File: src/rtl/cdr_loop_if.sv
// Port bundle between the clock_recovery top / phase detector and cdr_loop_ctrl.
// The hold signal exists only when CDR_HOLDOVER_EN is defined.
interface cdr_loop_if #(
    parameter int unsigned ACC_W = 16
);
    logic             enable;
    logic             up;
    logic             down;
`ifdef CDR_HOLDOVER_EN
    logic             hold;
`endif
    logic             vco_clk;
    logic [ACC_W-1:0] inc;
    logic             locked;
    logic [1:0]       state;

`ifdef CDR_HOLDOVER_EN
    modport master (output enable, up, down, hold, input vco_clk, inc, locked, state);
    modport slave  (input enable, up, down, hold, output vco_clk, inc, locked, state);
`else
    modport master (output enable, up, down, input vco_clk, inc, locked, state);
    modport slave  (input enable, up, down, output vco_clk, inc, locked, state);
`endif
endinterface

File: src/rtl/cdr_loop_ctrl.sv
// CDR loop controller: PD integrator, NCO and acquire/track/lock sequencer.
// Optional holdover (hold input) is built when CDR_HOLDOVER_EN is defined.
module cdr_loop_ctrl #(
    parameter int unsigned ACC_W      = 16,
    parameter int unsigned NOM_INC    = 4096,
    parameter int unsigned ADJ_W      = 8,
    parameter int unsigned ACQ_CNT    = 8,
    parameter int unsigned LOCK_CNT   = 32,
    parameter int unsigned UNLOCK_CNT = 4
) (
    input logic       clk,
    input logic       rst,
    cdr_loop_if.slave bus
);

    localparam int unsigned QCNT_W = $clog2(LOCK_CNT + 1);
    localparam int unsigned NCNT_W = $clog2(UNLOCK_CNT + 1);
    localparam int unsigned SUM_W  = ADJ_W + 3;
    localparam logic signed [SUM_W-1:0] SAT_HI = SUM_W'((2 ** (ADJ_W - 1)) - 1);
    localparam logic signed [SUM_W-1:0] SAT_LO = -SAT_HI;

    typedef enum logic [1:0] {
        IDLE    = 2'd0,
        ACQUIRE = 2'd1,
        TRACK   = 2'd2,
        LOCKED  = 2'd3
    } state_t;

    state_t                   state_q, state_d;
    logic signed [ADJ_W-1:0]  corr_q, corr_d;
    logic [QCNT_W-1:0]        qcnt_q, qcnt_d, qcnt_inc_c;
    logic [NCNT_W-1:0]        ncnt_q, ncnt_d, ncnt_inc_c;
    logic [ACC_W-1:0]         phase_q, inc_q;
    logic                     vco_q, locked_q;

    logic                     frozen_c, quiet_c, sat_hit_c;
    logic                     acq_gain_c, locked_c;
    logic signed [1:0]        err_c;
    logic signed [SUM_W-1:0]  step_c, sum_c, corr_sat_c;
    logic signed [ADJ_W-1:0]  corr_new_c;

    // Phase error; holdover blanks it while the loop is running.
    always_comb begin
        frozen_c = 1'b0;
`ifdef CDR_HOLDOVER_EN
        frozen_c = bus.hold && (state_q != IDLE);
`endif
        err_c = 2'sb00;
        if (!frozen_c) begin
            if (bus.up && !bus.down)      err_c = 2'sb01;
            else if (bus.down && !bus.up) err_c = 2'sb11;
        end
        quiet_c = (err_c == 2'sb00);
    end

    // Saturating integrator and run-length counters, before any state-change clearing.
    always_comb begin
        step_c = {{(SUM_W-2){err_c[1]}}, err_c};
        if (acq_gain_c) step_c = step_c <<< 2;
        sum_c = $signed({{3{corr_q[ADJ_W-1]}}, corr_q}) + step_c;
        if (sum_c > SAT_HI)      corr_sat_c = SAT_HI;
        else if (sum_c < SAT_LO) corr_sat_c = SAT_LO;
        else                     corr_sat_c = sum_c;
        corr_new_c = corr_sat_c[ADJ_W-1:0];
        // Only a push into the rail counts as hitting it; resting there does not.
        sat_hit_c = !quiet_c && ((corr_sat_c == SAT_HI) || (corr_sat_c == SAT_LO));

        if (!quiet_c)                          qcnt_inc_c = '0;
        else if (qcnt_q == QCNT_W'(LOCK_CNT))  qcnt_inc_c = qcnt_q;
        else                                   qcnt_inc_c = qcnt_q + QCNT_W'(1);

        if (quiet_c)                             ncnt_inc_c = '0;
        else if (ncnt_q == NCNT_W'(UNLOCK_CNT))  ncnt_inc_c = ncnt_q;
        else                                     ncnt_inc_c = ncnt_q + NCNT_W'(1);
    end

    // FSM: state register.
    always_ff @(posedge clk) begin
        if (rst) state_q <= IDLE;
        else     state_q <= state_d;
    end

    // FSM: next state; enable drop wins, saturation beats lock/unlock counts.
    always_comb begin
        state_d = state_q;
        if (!bus.enable) begin
            state_d = IDLE;
        end else if (!frozen_c) begin
            case (state_q)
                IDLE:    state_d = ACQUIRE;
                ACQUIRE: if (qcnt_inc_c == QCNT_W'(ACQ_CNT)) state_d = TRACK;
                TRACK: begin
                    if (sat_hit_c)                               state_d = ACQUIRE;
                    else if (qcnt_inc_c == QCNT_W'(LOCK_CNT))    state_d = LOCKED;
                end
                LOCKED: begin
                    if (sat_hit_c)                               state_d = ACQUIRE;
                    else if (ncnt_inc_c == NCNT_W'(UNLOCK_CNT))  state_d = TRACK;
                end
                default: state_d = IDLE;
            endcase
        end
    end

    // FSM: state-decoded controls.
    always_comb begin
        acq_gain_c = 1'b0;
        locked_c   = 1'b0;
        case (state_q)
            ACQUIRE: acq_gain_c = 1'b1;
            LOCKED:  locked_c   = 1'b1;
            default: ;
        endcase
    end

    // Loop register updates; counters restart on every state change.
    always_comb begin
        corr_d = corr_q;
        qcnt_d = qcnt_q;
        ncnt_d = ncnt_q;
        if (!bus.enable || (state_q == IDLE)) begin
            corr_d = '0;
            qcnt_d = '0;
            ncnt_d = '0;
        end else if (!frozen_c) begin
            corr_d = corr_new_c;
            if (state_d != state_q) begin
                qcnt_d = '0;
                ncnt_d = '0;
            end else begin
                qcnt_d = qcnt_inc_c;
                ncnt_d = ncnt_inc_c;
            end
        end
    end

    // Integrator, increment and NCO pipeline.
    always_ff @(posedge clk) begin
        if (rst || !bus.enable) begin
            corr_q   <= '0;
            qcnt_q   <= '0;
            ncnt_q   <= '0;
            inc_q    <= ACC_W'(NOM_INC);
            phase_q  <= '0;
            vco_q    <= 1'b0;
            locked_q <= 1'b0;
        end else begin
            corr_q   <= corr_d;
            qcnt_q   <= qcnt_d;
            ncnt_q   <= ncnt_d;
            inc_q    <= ACC_W'(NOM_INC) + ACC_W'(corr_q);
            phase_q  <= (state_q == IDLE) ? '0 : phase_q + inc_q;
            vco_q    <= phase_q[ACC_W-1];
            locked_q <= locked_c;
        end
    end

    assign bus.state   = state_q;
    assign bus.inc     = inc_q;
    assign bus.vco_clk = vco_q;
    assign bus.locked  = locked_q;

endmodule

File: src/flat_wrapper.sv
// flat-port wrapper written by rule: the top's interface ports become plain ports
module cdr_loop_ctrl_flat 
#(
    parameter int unsigned ACC_W      = 16,
    parameter int unsigned NOM_INC    = 4096,
    parameter int unsigned ADJ_W      = 8,
    parameter int unsigned ACQ_CNT    = 8,
    parameter int unsigned LOCK_CNT   = 32,
    parameter int unsigned UNLOCK_CNT = 4
)
  (clk, rst, bus_enable, bus_up, bus_down, bus_vco_clk, bus_inc, bus_locked, bus_state);
  cdr_loop_if #(.ACC_W(ACC_W)) bus_i ();
  input logic clk;
  input logic rst;
  input wire logic [$bits(bus_i.enable)-1:0] bus_enable;
  input wire logic [$bits(bus_i.up)-1:0] bus_up;
  input wire logic [$bits(bus_i.down)-1:0] bus_down;
  output wire logic [$bits(bus_i.vco_clk)-1:0] bus_vco_clk;
  output wire logic [$bits(bus_i.inc)-1:0] bus_inc;
  output wire logic [$bits(bus_i.locked)-1:0] bus_locked;
  output wire logic [$bits(bus_i.state)-1:0] bus_state;
  assign bus_i.enable = bus_enable;
  assign bus_i.up = bus_up;
  assign bus_i.down = bus_down;
  assign bus_vco_clk = bus_i.vco_clk;
  assign bus_inc = bus_i.inc;
  assign bus_locked = bus_i.locked;
  assign bus_state = bus_i.state;
  cdr_loop_ctrl #(.ACC_W(ACC_W), .NOM_INC(NOM_INC), .ADJ_W(ADJ_W), .ACQ_CNT(ACQ_CNT), .LOCK_CNT(LOCK_CNT), .UNLOCK_CNT(UNLOCK_CNT)) u_core (.clk(clk), .rst(rst), .bus(bus_i));
endmodule
File: config.mk
export PLATFORM = sky130hd
export DESIGN_NAME = cdr_loop_ctrl_flat
export DESIGN_NICKNAME = d
export VERILOG_FILES = /design/src/rtl/cdr_loop_if.sv /design/src/rtl/cdr_loop_ctrl.sv /design/src/flat_wrapper.sv
export SDC_FILE = /design/constraint.sdc
export NUM_CORES = 1
export LEC_CHECK = 0
export BUFFER_PORTS_ARGS = -buffer_cell sky130_fd_sc_hd__buf_2
export CORE_MARGIN = 3
export CORE_UTILIZATION = 45
export CTS_BUF_LIST = sky130_fd_sc_hd__clkbuf_16
export CTS_CLUSTER_SIZE = 30
export DETAILED_ROUTE_END_ITERATION = 12
export GPL_TIMING_DRIVEN = 0
export HOLD_SLACK_MARGIN = 0.15
export PLACE_DENSITY_LB_ADDON = 0.12
export RECOVER_POWER = 25
export SYNTH_ARGS = -nofsm -noshare
export SYNTH_HDL_FRONTEND = slang
export SYNTH_SLANG_ARGS = --single-unit
File: constraint.sdc
create_clock -name clk -period 4.4 [get_ports clk]
set_input_delay 0.44 -clock clk [delete_from_list [all_inputs] [get_ports clk]]
set_output_delay 0.44 -clock clk [all_outputs]
set_load 0.05 [all_outputs]
==> impl_metrics.toml, run 1 <==
[synth]
yosysTopAreaCell = "dfxtp_1"
ys_ff_latch = 46
yosysWarnings = 0
seq_area_frac_synth_pct = 32.71
netlist_instances = 332
synth_area_mm2 = 0.002815
synth.area.top_cells = "dfxtp_1 33%, ha_1 9.8%, nor2_1 4.4%"
synth_cell_types = 59
syn_area_per_cell_um2 = 8.480
synthArstFlopShare_pct = 0
synth_top_cell_area_share_pct = 32.71
synth_edf_count = 0
ys.flop_type = "dfxtp_1"

[cells_and_area]
antenna-diode-count = 0
drive_gt1_share_pct = 11.85
fin_nets = 391
syn_to_final_growth_pct = 12.18
nFillCells = 592
instances_no_fill = 438
final_area_mm2 = 0.003158

[hold_path]
hold_path_class = "register to register"

[grt]
grt_util_all_layers_pct = 16.99
grt_overflow_total = 0
grt_max_degree = 15
grt_pass1_vias = 2238
antenna_found_initial = 0
grt_pass1_wl_mm = 10.12

[critical_path]
end_kind = "register"
worst-path-max-fanout = 10
critPathRequiredTime_ns = 4.59
start_kind = "input port"
path_class = "input port to register"
crit_arrival_ns = 4.16

[place]
io_buffers = 21
placement.cell_area_mm2 = 0.003022
dp_cells = 430
place.gp.congestion = 0.8357
hpwl_mm = 4.370

[routing]
vias_per_cell = 5.400
totalWireLength_mm = 5.712
drtAntennaViolNets = 0
first_pass_iters = 4
drcViolationCount = 0
drtIter0Drc = 98
wl_per_cell_um = 13.04
vias = 2365

[floorplanning]
core_area_mm2 = 0.005991
die_h_um = 85.10
dieArea_mm2 = 0.007241
io_pins = 25
start_util_pct = 46.99
fp.dieW_um = 85.10
rows = 28

[cts]
htreeDepth = 2
cts_tree = "built"
cts_max_path_buffers = 2
cts_buffers = 5
cts_num_sinks = 46
post_cts_buffers = 0
clkLatencyLatePin_ns = 0.28
root_buffer = "clkbuf_16"
post_cts_resized = 0
cts_hold_buffers = 0
cts.clk_slew.worst_paths_ns = 0.07

[status]
status = "complete, no violations"

[sta]
setup_viol = 0
finClkSkew_ns = 0.006688
slew_headroom_pct = 54.91
fin_crit_ns = 3.969
rsz0062_at_grt = "false"
worst_hold_slack_ns = 0.4774
slew_violations = 0
setup_tns_ns = 0
post-route-period-util_pct = 90.19
worst_pin_slew_ns = 0.6679
hold_viol = 0
max_freq_mhz = 252.0

[power]
powerDensity_mw_per_mm2 = 277.0
vdd_drop_max_v = 0.0001613
power.leakage_nw = 1.366

[flow_run]
maxCapViolations = 0
critical path, stage by stage:
cell,delay [ns]
buf_2,0.07
inv_1,0.04
ha_1,0.26
clkbuf_1,0.37
nor2_1,0.10
ha_1,0.23
fa_1,0.41
a21oi_1,0.30
o21ai_1,0.17
a2111oi_0,0.41
a31o_1,0.28
and3_1,0.22
a32oi_2,0.09
o41a_4,0.50
nor4_1,0.25
Yosys cell counts (all sizes together) (5+ instances only):
library cell,instances
xnor2,12
clkbuf,6
and3,7
xor2,12
nand3,7
nand2,23
nand2b,5
and2,10
nor2,33
nor2b,6
a21oi,19
ha,22
buf,11
nor3,21
dfxtp,46
o21ai,12
inv,17
metrics by stage:
stage / total power [mW] / setup slack, ns / utilization, %
floorplan: 0.5002 / 0.7504 / -
finish: 0.8747 / 0.4315 / 52.72
global placement: 0.5190 / 0.1556 / 50.44
CTS: 0.8853 / 0.4267 / 52.82
detailed placement: 0.5190 / 0.1343 / 50.44
global route: 0.9122 / 0.03792 / 52.72
placed cells by master (no fill, tap or decap), drive strengths merged, types with 2 or more instances in the layout:
cell and count:
nor3 21, dfxtp 46, nor2b 6, o41a 2
or3 3, fa 2, nor3b 3, inv 18
o21ai 12, a21o 4, xnor2 12, nor4 4
o21a 4, o2111ai 3, o211ai 3, ha 22
or2 2, and3 7, xor2 12, a211o 4
nor2 33, clkinv 2, nand2b 5, clkbuf 16
conb 3, o2111a 2, nand2 23, a211oi 3
buf 27, a21oi 19, nand3 7, and2 10
a31oi 2
state kept, by name, summed over array words and instances (netlist names):
name	flops
u_core.phase_q	16
u_core.bus.inc	9
u_core.corr_q	8
u_core.ncnt_q	3
u_core.bus.vco_clk	1
u_core.bus.state	2
u_core.bus.locked	1
u_core.qcnt_q	6
report_power, final:
group          internal (mW)  total, mW  switching [mW]
Sequential             0.419      0.422         0.00255
Clock                  0.208      0.365           0.156
Combinational         0.0316     0.0881          0.0565
Total                  0.659      0.875           0.215
worst paths after layout:
path                                  start                             to  slack, ns  cells past startpoint
max                                  bus_up    u_core.ncnt_q[2]$_SDFF_PP0_       0.43                     15
min           u_core.phase_q[15]$_SDFF_PP0_  u_core.bus.vco_clk$_SDFF_PP0_       0.48                      1
max reg2reg  u_core.bus.state[0]$_SDFF_PP0_    u_core.ncnt_q[2]$_SDFF_PP0_       0.63                     13
min reg2reg   u_core.phase_q[15]$_SDFF_PP0_  u_core.bus.vco_clk$_SDFF_PP0_       0.48                      1
metal layers:
metal	wire [um]	vias up	track usage, %
met3	263	4	2.718
li1	-	1232	-
met1	2727	1069	22.85
met5	0	-	0
met2	2673	60	27.97
met4	48	0	5.180
layout make-up:
class	instances	area (um2)	area share (%)
Sequential cell	46	920.9	29.16
Timing Repair Buffer	21	100.1	3.170
Tap cell	75	93.84	2.971
Buffer	17	100.1	3.170
Inverter	17	63.81	2.021
Clock buffer	5	125.1	3.962
Multi-Input combinational cell	254	1737	54.99
Clock inverter	3	17.52	0.5547
cell families (layout without fill, tap and decap cells):
family | after synthesis | count (layout) | synth area share (%)
adder cells (fa/ha/maj) | 25 | 25 | 11.56
other | 1 | 3 | 0.1332
AO/OA/AOI/OAI | 70 | 70 | 18.09
AND/OR/NAND/NOR | 132 | 132 | 24.18
XOR/XNOR | 24 | 24 | 7.467
buffers and inverters | 34 | 63 | 5.866
flip-flops | 46 | 46 | 32.71
Note: power is estimated with default switching activity, not from simulation.
==> run 2: changes to the inputs <==
- CTS_BUF_LIST: sky130_fd_sc_hd__clkbuf_16 -> sky130_fd_sc_hd__clkbuf_8
- GPL_TIMING_DRIVEN: 0 -> 1
==> impl_metrics.toml, run 2 (synthesized netlist as in run 1, its figures left out) <==
[sta]
slew_violations = 0
rsz0062_at_grt = "false"
max_freq_mhz = 268.4
setup_viol = 0
hold_viol = 0
worst_pin_slew_ns = 0.7759
slew_headroom_pct = 48.17
post-route-period-util_pct = 84.67
fin_crit_ns = 3.725
finClkSkew_ns = 0.01099
setup_tns_ns = 0

[grt]
met3_usage_pct = 3.301
grt_max_degree = 16
met1_usage_pct = 21.88
antenna_found_initial = 0
grt_pass1_wl_mm = 9.729
grt_util_all_layers_pct = 16.27
busiest_layer = "met2"
grt_overflow_total = 0
grt_pass1_vias = 2156
grt_use_met2_pct = 26.48

[critical_path]
crit_path_max_incr_delay_ns = 0.50
crit_arrival_ns = 3.93
crit_buf_inv = 2
path_class = "input port to register"
end_kind = "register"
cp_top_family = "compound AO/OA/AOI/OAI gates"
crit_slowest_cell = "o41a_4"
worst-path-max-fanout = 10
critPathRequiredTime_ns = 4.60
cpMostUsedCell = "ha_1"
ff2ff_path_depth = 13
path_cells = "buf_2 -> inv_1 -> ha_1 -> nor2_1 -> ha_1 -> fa_1 -> a21oi_1 -> o21ai_1 -> a2111oi_0 -> a31o_1 -> and3_1 -> a32oi_2 -> o41a_4 -> nor4_1"
start_kind = "input port"
path_depth = 14
rrSetupSlack_ns = 0.68

[cells_and_area]
drive_gt1_share_pct = 9.770
final_common_cell = "dfxtp_1"
largest_reg_flops = 16
nFillCells = 583
fin_nets = 376
syn_to_final_growth_pct = 7.867
final_cell_mix = "46 x dfxtp_1, 33 x nor2_1, 23 x nand2_1, 22 x ha_1, 21 x nor3_1"
top_register = "u_core.phase_q"
antenna-diode-count = 0

[cts]
cts_num_sinks = 46
post_cts_buffers = 0
cts_buffers = 5
cts_max_path_buffers = 2
cts_hold_buffers = 0
clkLatencyLatePin_ns = 0.29
post_cts_resized = 0
cts.clk_slew.worst_paths_ns = 0.09
cts_tree = "built"
htreeDepth = 2
root_buffer = "clkbuf_8"

[hold_path]
hold_depth = 1
hold_path_class = "register to register"

[power]
finalPower_mw = 0.8067
power.leakage_nw = 1.291
powerDensity_mw_per_mm2 = 265.7
vdd_drop_max_v = 0.0001832

[routing]
first_pass_iters = 4
drtAntennaViolNets = 0
drcViolationCount = 0
wl_per_cell_um = 13.43
vias = 2357
drtIter0Drc = 90
vias_per_cell = 5.572
totalWireLength_mm = 5.681

[floorplanning]
start_util_pct = 46.99
dieArea_mm2 = 0.007241
core_area_mm2 = 0.005991
fp.dieW_um = 85.10
die_h_um = 85.10
rows = 28
io_pins = 25

[place]
place.gp.congestion = 0.9253
io_buffers = 21
hpwl_mm = 4.327

[flow_run]
maxCapViolations = 0

[status]
status = "complete, no violations"
-- run 2: changes by cell type in the layout (fill, tap and decap cells not counted), sizes merged --
cell | previous run | this run
buf | 27 | 19
clkinv | 2 | 0
clkbuf | 16 | 9
inv | 18 | 19
bufinv | 0 | 1
-- run 2: layout make-up --
type	instances	area (um2)	share of cell area, %
sequential	46	920.9	30.33
clock inverter	3	37.54	1.236
tap	75	93.84	3.090
inverter	17	63.81	2.101
timing repair buffer	23	115.1	3.791
multi-input combinational	254	1737	57.19
clock buffer	5	68.82	2.266
-- run 2: layer usage --
| metal | vias up | share of wire [%] |
|---|---|---|
| li1 | 1195 | - |
| met1 | 1102 | 50 |
| met2 | 52 | 44 |
| met3 | 8 | 4.9 |
| met4 | 0 | 1.1 |
| met5 | - | 0 |
-- run 2: power by group --
group	total [mW]	internal (mW)	leakage, nW	switching [mW]
clock network	0.300	0.165	0.0607	0.135
logic	0.0832	0.0292	0.859	0.0540
registers	0.423	0.419	0.371	0.00439
total	0.807	0.613	1.29	0.193
-- run 2: path summary, 6_finish.rpt --
path                             startpoint                       endpoint
max                                  bus_up    u_core.ncnt_q[0]$_SDFF_PP0_
min           u_core.phase_q[15]$_SDFF_PP0_  u_core.bus.vco_clk$_SDFF_PP0_
max reg2reg  u_core.bus.state[0]$_SDFF_PP0_    u_core.ncnt_q[0]$_SDFF_PP0_
min reg2reg   u_core.phase_q[15]$_SDFF_PP0_  u_core.bus.vco_clk$_SDFF_PP0_
-- run 2: stage by stage --
| step | hold slack (ns) | instances | setup slack [ns] | cell area, um2 | util [%] |
|---|---|---|---|---|---|
| 2_1_floorplan | 0.4367 | 334 | 0.7504 | 2823 | - |
| 3_3_place_gp | 0.4574 | 415 | 0.4745 | 2935 | 49.00 |
| 3_5_place_dp | 0.4646 | 415 | 0.4077 | 2935 | 49.00 |
| 4_1_cts | 0.4889 | 423 | 0.7081 | 3042 | 50.77 |
| 5_1_grt | 0.5138 | 423 | 0.4593 | 3037 | 50.69 |
| 6_report | 0.4849 | 423 | 0.6747 | 3037 | 50.69 |
